<file path="src/rtl/param_cache.sv">
// Direct-mapped, write-through, write-no-allocate cache with valid/ready CPU and memory ports
// and a coherence invalidate port. Optional hit/miss counters are built when CACHE_STATS_EN is defined.
module param_cache #(
  parameter int ADDR_W         = 16,
  parameter int DATA_W         = 8,
  parameter int WORDS_PER_LINE = 2,
  parameter int LINES          = 128
) (
  input  logic                             clock,
  input  logic                             reset,
  input  logic                             cpu_req_valid,
  output logic                             cpu_req_ready,
  input  logic                             cpu_req_write,
  input  logic [ADDR_W-1:0]                cpu_req_addr,
  input  logic [DATA_W-1:0]                cpu_req_wdata,
  output logic                             cpu_resp_valid,
  output logic [DATA_W-1:0]                cpu_resp_data,
  output logic                             mem_req_valid,
  input  logic                             mem_req_ready,
  output logic                             mem_req_write,
  output logic [ADDR_W-1:0]                mem_req_addr,
  output logic [DATA_W-1:0]                mem_req_wdata,
  input  logic                             mem_resp_valid,
  input  logic [DATA_W*WORDS_PER_LINE-1:0] mem_resp_data,
  input  logic                             inval_valid,
  input  logic [ADDR_W-1:0]                inval_addr
`ifdef CACHE_STATS_EN
  ,
  output logic [15:0]                      hit_count,
  output logic [15:0]                      miss_count
`endif
);

  localparam int OFF_W  = $clog2(WORDS_PER_LINE);
  localparam int IDX_W  = $clog2(LINES);
  localparam int TAG_W  = ADDR_W - IDX_W - OFF_W;
  localparam int LINE_W = DATA_W * WORDS_PER_LINE;

  localparam logic [2:0] S_IDLE     = 3'd0;
  localparam logic [2:0] S_LOOKUP   = 3'd1;
  localparam logic [2:0] S_MEM_REQ  = 3'd2;
  localparam logic [2:0] S_MEM_WAIT = 3'd3;
  localparam logic [2:0] S_RESPOND  = 3'd4;

  // Word 0 sits in the most significant slot of a line.
  function automatic logic [DATA_W-1:0] get_word(input logic [LINE_W-1:0] line,
                                                 input logic [OFF_W-1:0]  off);
    logic [DATA_W-1:0] w;
    w = {DATA_W{1'b0}};
    for (int k = 0; k < WORDS_PER_LINE; k++)
      if (OFF_W'(k) == off) w = line[LINE_W-1-k*DATA_W -: DATA_W];
    return w;
  endfunction

  function automatic logic [LINE_W-1:0] set_word(input logic [LINE_W-1:0] line,
                                                 input logic [OFF_W-1:0]  off,
                                                 input logic [DATA_W-1:0] w);
    logic [LINE_W-1:0] l;
    l = line;
    for (int k = 0; k < WORDS_PER_LINE; k++)
      if (OFF_W'(k) == off) l[LINE_W-1-k*DATA_W -: DATA_W] = w;
    return l;
  endfunction

  logic [2:0]        state_r, next_state_s;
  logic              req_write_r;
  logic [ADDR_W-1:0] req_addr_r;
  logic [DATA_W-1:0] req_wdata_r;
  logic              stale_r;
  logic [LINE_W-1:0] data_mem_r [LINES];
  logic [TAG_W-1:0]  tag_mem_r  [LINES];
  logic [LINES-1:0]  valid_r;

  logic [TAG_W-1:0]  req_tag_s, inval_tag_s;
  logic [IDX_W-1:0]  req_idx_s, inval_idx_s;
  logic [OFF_W-1:0]  req_off_s;
  logic              hit_s, inval_hit_s, inval_pend_s, fill_s, wr_upd_s;
  logic              unused_inval_off_s;

  assign req_tag_s          = req_addr_r[ADDR_W-1 -: TAG_W];
  assign req_idx_s          = req_addr_r[OFF_W +: IDX_W];
  assign req_off_s          = req_addr_r[OFF_W-1:0];
  assign inval_tag_s        = inval_addr[ADDR_W-1 -: TAG_W];
  assign inval_idx_s        = inval_addr[OFF_W +: IDX_W];
  assign unused_inval_off_s = ^inval_addr[OFF_W-1:0];

  assign hit_s        = valid_r[req_idx_s] && (tag_mem_r[req_idx_s] == req_tag_s);
  assign inval_hit_s  = inval_valid && valid_r[inval_idx_s] && (tag_mem_r[inval_idx_s] == inval_tag_s);
  // Matches the in-flight request address, independent of what the array currently holds.
  assign inval_pend_s = inval_valid && (inval_tag_s == req_tag_s) && (inval_idx_s == req_idx_s);
  assign fill_s       = (state_r == S_MEM_WAIT) && mem_resp_valid && !req_write_r;
  assign wr_upd_s     = (state_r == S_LOOKUP) && req_write_r && hit_s;

  // Next-state selection for the request sequencer.
  always_comb begin
    next_state_s = state_r;
    case (state_r)
      S_IDLE:     if (cpu_req_valid && cpu_req_ready) next_state_s = S_LOOKUP;
                  else next_state_s = S_IDLE;
      S_LOOKUP:   if (!req_write_r && hit_s) next_state_s = S_RESPOND;
                  else next_state_s = S_MEM_REQ;
      S_MEM_REQ:  if (mem_req_ready) next_state_s = S_MEM_WAIT;
                  else next_state_s = S_MEM_REQ;
      S_MEM_WAIT: if (mem_resp_valid) next_state_s = S_RESPOND;
                  else next_state_s = S_MEM_WAIT;
      S_RESPOND:  next_state_s = S_IDLE;
      default:    next_state_s = S_IDLE;
    endcase
  end

  // Sequencer state, request latch and all registered port outputs.
  always_ff @(posedge clock or posedge reset) begin
    if (reset) begin
      state_r        <= S_IDLE;
      req_write_r    <= 1'b0;
      req_addr_r     <= {ADDR_W{1'b0}};
      req_wdata_r    <= {DATA_W{1'b0}};
      cpu_req_ready  <= 1'b0;
      cpu_resp_valid <= 1'b0;
      cpu_resp_data  <= {DATA_W{1'b0}};
      mem_req_valid  <= 1'b0;
      mem_req_write  <= 1'b0;
      mem_req_addr   <= {ADDR_W{1'b0}};
      mem_req_wdata  <= {DATA_W{1'b0}};
    end else begin
      state_r        <= next_state_s;
      cpu_req_ready  <= (next_state_s == S_IDLE);
      cpu_resp_valid <= (next_state_s == S_RESPOND);
      mem_req_valid  <= (next_state_s == S_MEM_REQ);
      case (state_r)
        S_IDLE: begin
          if (cpu_req_valid && cpu_req_ready) begin
            req_write_r <= cpu_req_write;
            req_addr_r  <= cpu_req_addr;
            req_wdata_r <= cpu_req_wdata;
          end
        end
        S_LOOKUP: begin
          if (!req_write_r && hit_s) begin
            cpu_resp_data <= get_word(data_mem_r[req_idx_s], req_off_s);
          end else begin
            mem_req_write <= req_write_r;
            mem_req_addr  <= req_write_r ? req_addr_r
                                         : {req_addr_r[ADDR_W-1:OFF_W], {OFF_W{1'b0}}};
            mem_req_wdata <= req_write_r ? req_wdata_r : {DATA_W{1'b0}};
          end
        end
        S_MEM_WAIT: begin
          if (mem_resp_valid)
            cpu_resp_data <= req_write_r ? req_wdata_r : get_word(mem_resp_data, req_off_s);
        end
        default: ;
      endcase
    end
  end

  // Stale-fill guard: the pending read line was invalidated before its fill landed.
  always_ff @(posedge clock or posedge reset) begin
    if (reset) stale_r <= 1'b0;
    else if (state_r == S_IDLE) stale_r <= 1'b0;
    else if (((state_r == S_MEM_REQ) || (state_r == S_MEM_WAIT)) && !req_write_r && inval_pend_s)
      stale_r <= 1'b1;
    else stale_r <= stale_r;
  end

  // Line valid flags; an invalidate in the same cycle always wins.
  always_ff @(posedge clock or posedge reset) begin
    if (reset) begin
      valid_r <= {LINES{1'b0}};
    end else begin
      if (fill_s) valid_r[req_idx_s] <= !(stale_r || inval_pend_s);
      if (inval_hit_s) valid_r[inval_idx_s] <= 1'b0;
    end
  end

  // Line data and tag storage: refill on read miss, word merge on write hit.
  always_ff @(posedge clock) begin
    if (fill_s) begin
      data_mem_r[req_idx_s] <= mem_resp_data;
      tag_mem_r[req_idx_s]  <= req_tag_s;
    end else if (wr_upd_s) begin
      data_mem_r[req_idx_s] <= set_word(data_mem_r[req_idx_s], req_off_s, req_wdata_r);
    end
  end

`ifdef CACHE_STATS_EN
  // Saturating read hit/miss counters, sampled in LOOKUP.
  always_ff @(posedge clock or posedge reset) begin
    if (reset) begin
      hit_count  <= 16'd0;
      miss_count <= 16'd0;
    end else if ((state_r == S_LOOKUP) && !req_write_r) begin
      if (hit_s) begin
        if (hit_count != 16'hFFFF) hit_count <= hit_count + 16'd1;
      end else begin
        if (miss_count != 16'hFFFF) miss_count <= miss_count + 16'd1;
      end
    end
  end
`endif

endmodule
</file>
<file path="config.mk">
export PLATFORM = sky130hd
export DESIGN_NAME = param_cache
export DESIGN_NICKNAME = d
export VERILOG_FILES = /design/src/rtl/param_cache.sv
export SDC_FILE = /design/constraint.sdc
export NUM_CORES = 2
export LEC_CHECK = 0
export ABC_AREA = 1
export BUFFER_PORTS_ARGS = -buffer_cell sky130_fd_sc_hd__buf_4
export CORE_ASPECT_RATIO = 1.5
export CORE_MARGIN = 5
export CORE_UTILIZATION = 41
export DETAILED_ROUTE_END_ITERATION = 7
export PLACE_DENSITY = 0.61
export SETUP_SLACK_MARGIN = 0.5
export SLEW_MARGIN = 20
export SYNTH_ARGS = -nofsm -noshare
export SYNTH_HDL_FRONTEND = slang
export SYNTH_SLANG_ARGS = --single-unit
</file>
<file path="constraint.sdc">
create_clock -name clock -period 12.7 [get_ports clock]
set_input_delay 1.27 -clock clock [delete_from_list [all_inputs] [get_ports clock]]
set_output_delay 1.27 -clock clock [all_outputs]
set_load 0.01 [all_outputs]
</file>
== Word level (Yosys, flattened, before mapping) ==
Memory sizes are Yosys's and may differ from the RTL's.
Index checks and enable logic that the tools add are counted.
Storage, ports and cells
  register bits: 193
  latch bits: 0
  memory bits (writable): 3072
  memory bits (read-only): 0
  input port bits: 63
  memories kept: 2
Cells by class
  add/sub/neg operators: 0
  $mul: 0
  divide/modulo/power cells: 0
  order comparisons: 4
  eq/ne operators: 11
  shift-type cells: 0
  muxes and demuxes: 38
  bitwise logic cells: 4
  reductions and logical operators: 26
Memory list
  data_mem_r: words 128, width 16, rd ports 1, clocked after Yosys merged registers in 0, write ports 1, line 70  | logic [LINE_W-1:0] data_mem_r [LINES];
  tag_mem_r: words 128, width 8, rd ports 2, clocked after Yosys merged registers in 0, write ports 1, line 71  | logic [TAG_W-1:0] tag_mem_r [LINES];
Operators with widths (count)
  two-way mux 128 bit: 2
  AND 128 bit: 1
  bitwise mux 128 bit: 1
  inverter 128 bit: 1
  two-way mux 8 bit: 12
  equality test 8 bit: 3
  less-than comparator 7 x 8 -> 1 bit, second input constant: 2
  two-way mux 16 bit: 1
  one-hot mux 8 bit (2 select lines): 1
  logical AND 1 bit: 15
  binary-select mux 1 bit (select 7 bit): 2
  demux 1 bit (select 7 bit): 2
  >= comparator 7 x 1 -> 1 bit, second input constant: 2
  two-way mux 1 bit: 14
  one-hot mux 3 bit (4 select lines): 1
  equality test 3 x 2 -> 1 bit, second input constant: 3
  equality test 7 bit: 1
  zero test 3 bit: 2
  two-way mux 3 bit: 2
  AND reduction 2 bit: 2
  nonzero test 2 bit: 2
  equality test 3 x 1 -> 1 bit, second input constant: 1
  equality test 3 bit, second input constant: 1
  AND reduction 3 bit: 1
  other kinds (6): 8

== Depth between registers and ports, before layout ==
  depth after elaboration: 9
  depth in mapped cells: 25
  depth with buffers taken out: 22

== Least setup slack after synthesis ==
Ideal clock, no wire load.
  path kind: register to register
  start point: reg req_addr_r[12]
  end point: mem data_mem_r[0][10] (netlist bit) (data pin)
  setup time: 1198 ps
  arrival time: 7711 ps
  data required time: 11502 ps
  path slack: 3791 ps
  cell stages (with the launch flop): 10
  buffers on the path: 1
  cells stage by stage: dfrtp_1 > inv_1 > nand3_1 > nand2_1 > nand3_1 > nor2_2 > nand3_1 > inv_1 > buf_2 > o21ai_0
Between the ends
  word-level cells in the longest chain between the ends: 7
RTL lines
  start, declared: line 67  | logic [ADDR_W-1:0] req_addr_r;
  start signal, assigned: line 116  | req_addr_r <= {ADDR_W{1'b0}};
  start signal, assigned: line 134  | req_addr_r <= cpu_req_addr;
  equality test 8 bit: line 87  | assign hit_s = valid_r[req_idx_s] && (tag_mem_r[req_idx_s] == req_tag_s);
  logical AND 1 bit: line 87
  logical AND 1 bit: line 92  | assign wr_upd_s = (state_r == S_LOOKUP) && req_write_r && hit_s;
  two-way mux 1 bit: line 181  | end else if (wr_upd_s) begin
  two-way mux 1 bit: line 178  | if (fill_s) begin
  two-way mux 1 bit (not written as such): line 182  | data_mem_r[req_idx_s] <= set_word(data_mem_r[req_idx_s], req_off_s, req_wdata_r);
  two-way mux 16 bit (no line)
  end, declared: line 70
No other way between the ends.

== Worst setup path after layout ==
  start point: reg req_addr_r[2]
  end point: mem data_mem_r[91][1] (netlist bit) (data pin)
Between the ends
  word-level cells in the longest chain between the ends: 8
RTL lines (line)
  memory (128 x 8 bit) / binary-select mux 1 bit (select 7 bit) (equally long branches)
  equality test 8 bit / two-way mux 1 bit (equally long branches): 87
  logical AND 1 bit: 87
  logical AND 1 bit: 92
  two-way mux 1 bit: 181
  two-way mux 1 bit: 178
  two-way mux 1 bit (not written as such): 182
  two-way mux 16 bit (no line) (*)
Mark *: on every way between the ends. The rest lies on a longest branch, timed or not. The select of a mux whose other input is x is not followed.

==> impl_metrics.tcl <==
set metrics [dict create \
    die_h_um 730 \
    relSlewSlack_pct 18.9 \
    grt.overflow.total 0 \
    setup_viol 0 \
    cts_max_path_buffers 4 \
    rr_worst_depth 21 \
    ys_types 48 \
    antenna_left 0 \
    cp.arrival_ns 9.88 \
    fin_worst_skew_ns 0.0711 \
    synth-seq-cells 3265 \
    place.gp.congestion 1.01 \
    dp_cells 17400 \
    regToRegSetupSlack_ns 3.41 \
    fin_cells 17900 \
    ys.warnings.count 0 \
    routed_wl_um 521000 \
    vias 105000 \
    crit_fanout 73 \
    drtIter0Drc 13300 \
    maxCapViolCount 0 \
    seqCellArea_mm2 0.0971 \
    htree_levels 5 \
    end_kind "register" \
    dieWidth_um 490 \
    hold_depth 2 \
    area_delta_synth_final_pct 12.2 \
    root_buffer "clkbuf_16" \
    dr.pass1.iters 6 \
    io_buffers 97 \
    hold_viol 0 \
    synthCells 13100 \
    finalInstanceArea_mm2 0.159 \
    coreArea_mm2 0.345 \
    r2r-end "data_mem_r[91][1]$_DFFE_PP_" \
    required_ns 13.29 \
    post-route-util_pct 46.1 \
    cp-start-kind "register" \
    cts.sinks 3265 \
    p_per_area_mw_per_mm2 195 \
    syn_nets 13100 \
    ctsHoldBuffers 0 \
    cts-resized-gates 0 \
    syn-mean-instance-area_um2 10.8 \
    n_fill_cell 31000 \
    worstHoldStart "mem_req_write$_DFFE_PP0P_" \
    row_count 264 \
    synth_area_mm2 0.142 \
    cts_setup_buffers 0 \
    die_area_mm2 0.358 \
    status "finished clean" \
    tightest_slew_ns 1.21 \
    p_leak_nw 59.1 \
    ios 99 \
    drc_errors 0 \
    start_util_pct 41.1 \
    numCtsBuffers 302 \
    hold_path_end "mem_req_write$_DFFE_PP0P_" \
    fin_crit_sh_pct 73.2 \
    drive_above_1_share_pct 9.10 \
    grt_max_degree 187 \
    rr_startpoint "req_addr_r[2]$_DFFE_PP0P_" \
    clk_pin_slew_ns 0.07 \
    grt_use_total_pct 28.4 \
    tritoncts "done" \
    clock_latency_ns 0.92 \
    multi_input_area_mm2 0.0377 \
    fmax_mhz 108 \
    first_global_vias 97900 \
    via_per_inst 5.84 \
    antenna_found_initial 24 \
    min_period_ns 9.29 \
    ys_seq_area_share_pct 68.5 \
    irDropWorstVdd_v 0.000152 \
    hp-class "reg2reg" \
    slew_viol_final 0 \
    dp_hpwl_um 315000 \
    grt_pass1_wl_um 727000 \
    rsz0062_at_grt "no" \
    finalSetupTns_ns 0 \
    wl_per_cell_um 29.1 \
    num-nets-final 13200 \
    worstSetupPathType "reg2reg" \
    placed_area_mm2 0.149 \
]
-- registers in the layout, indices dropped and copies added (netlist names) --
name and flops:
cpu_resp_data 8, data_mem_r 2048, stale_r 1, state_r 3
mem_req_valid 1, mem_req_wdata 8, mem_req_write 1, req_wdata_r 8
cpu_req_ready 1, valid_r 128, mem_req_addr 16, cpu_resp_valid 1
req_addr_r 16, req_write_r 1, tag_mem_r 1024
-- placed cells by master, fill, tap and decap left out, types with 11 or more instances in the layout --
cell        synthesis  routed
nor2_2              5      45
dfrtp_1           193     182
a21oi_1           401     312
a221oi_1          225     225
bufinv_16           0      26
o21ai_0           571     564
buf_4               6     482
a22o_1             61      61
clkinvlp_4          0      11
clkbuf_16           0     313
dfrtp_4             0      11
nor2_4              0      14
a22oi_1           381     381
nand3b_1           20      20
a21oi_2            41     110
inv_6               0      12
nand2_4             0      14
o21ai_1            50      49
nand3_1           481     478
o21a_1             54      54
nand2_1          4058    4042
nor2_1            863     809
nand4_1           273     273
buf_12              0      32
clkinv_1           10      59
clkbuf_1          316      55
o2111ai_1          34      34
o211ai_1           83      83
clkinv_2            0      61
nor3_1             15      15
a21oi_4             0      20
inv_1            1170    1164
o22ai_1           181     181
edfxtp_1         3072    3072
diode_2             0      14
-- synth_stat cells (all sizes together) --
cell     count  area share, %
nand3      489            1.8
a22oi      381            2.0
a21o         2          0.011
or2          7          0.031
edfxtp    3072             65
nor4         2         0.0088
buf        429            1.5
o2111a       4          0.032
o221ai       3          0.019
o21ai      621            2.2
nor2       868            2.3
nand4      274            1.2
a22o        61           0.38
a21boi       3          0.016
a32o         2          0.014
o2111ai     34           0.21
clkinv      10          0.027
o211ai      83           0.44
a211oi       5          0.027
nand2     4060             11
o31ai       11          0.058
a221oi     225            1.4
nand3b      20           0.11
o2bb2ai      7          0.043
a31oi        2         0.0088
clkbuf     316           0.84
nor3        15          0.053
o22ai      181           0.80
a21oi      442            1.7
a41oi        2          0.012
and3         4          0.018
dfrtp      193            3.4
o21a        54           0.29
and2         2         0.0088
xor2         2          0.012
inv       1185            3.1
-- worst max path at each step --
stage	end	startpoint	depth (start not counted)
2_1_floorplan	data_mem_r[0][10]$_DFFE_PP_	req_addr_r[12]$_DFFE_PP0P_	9
3_3_place_gp	data_mem_r[90][1]$_DFFE_PP_	req_addr_r[2]$_DFFE_PP0P_	17
3_5_place_dp	data_mem_r[90][1]$_DFFE_PP_	req_addr_r[2]$_DFFE_PP0P_	17
4_1_cts	data_mem_r[91][1]$_DFFE_PP_	req_addr_r[2]$_DFFE_PP0P_	17
5_1_grt	data_mem_r[90][1]$_DFFE_PP_	req_addr_r[2]$_DFFE_PP0P_	21
6_report	data_mem_r[91][1]$_DFFE_PP_	req_addr_r[2]$_DFFE_PP0P_	21
-- per-layer routing --
| metal | vias to the layer above | global-route usage [%] | share of wire (%) |
|---|---|---|---|
| met5 | - | 0 | 0.016 |
| met4 | 12 | 23.6 | 10 |
| met3 | 1640 | 5.23 | 9.4 |
| met2 | 6190 | 45.1 | 46 |
| met1 | 51300 | 33.6 | 34 |
| li1 | 45500 | - | - |
-- area by class of cell --
cell class	instances	area share, %
diodes	14	0.0220
clock buffers	371	5.08
clock inverters	168	0.989
inverters	1195	2.86
multi-input cells	7866	23.7
flip-flops and latches	3265	61.1
well taps	4522	3.56
repair buffers	514	2.68
-- critical path, cell delays in order, from the launching register on --
cell,delay (ns)
dfrtp_4,0.70
buf_4,0.38
nand2_2,0.69
inv_2,0.59
buf_4,0.54
nand2_4,0.47
buf_4,0.44
o22ai_1,0.11
nor2_1,0.13
nand2_1,0.08
nand2_1,0.09
nand3_1,0.31
nand2_1,0.14
nand2_1,0.24
nor2_1,0.27
nand3_1,0.16
nor2_2,0.52
nand3_4,0.57
inv_1,0.82
nand2_1,0.21
nand2_4,0.65
buf_4,0.60
-- report_power, final --
| part | switching [mW] | internal (mW) |
|---|---|---|
| clock network | 4.08 | 5.07 |
| registers | 0.267 | 12.4 |
| logic | 7.07 | 2.10 |
-- cell families after synthesis --
kind of cell / after synthesis / share of synthesized area (%)
AO/OA/AOI/OAI: 2123 / 9.63
flip-flops: 3265 / 68.5
XOR/XNOR: 2 / 0.0124
AND/OR/NAND/NOR: 5741 / 16.3
buffers and inverters: 1940 / 5.54
-- through the flow --
step                hold WS, ns  setup WS (ns)  power (mW)
global placement          0.460           3.50        21.7
floorplan                 0.508           3.79        17.6
CTS                       0.480           3.38        30.7
global route              0.522           3.38        31.8
detailed placement        0.464           3.43        21.7
finish                    0.478           3.41        30.9
(Power assumes the default switching activity.)
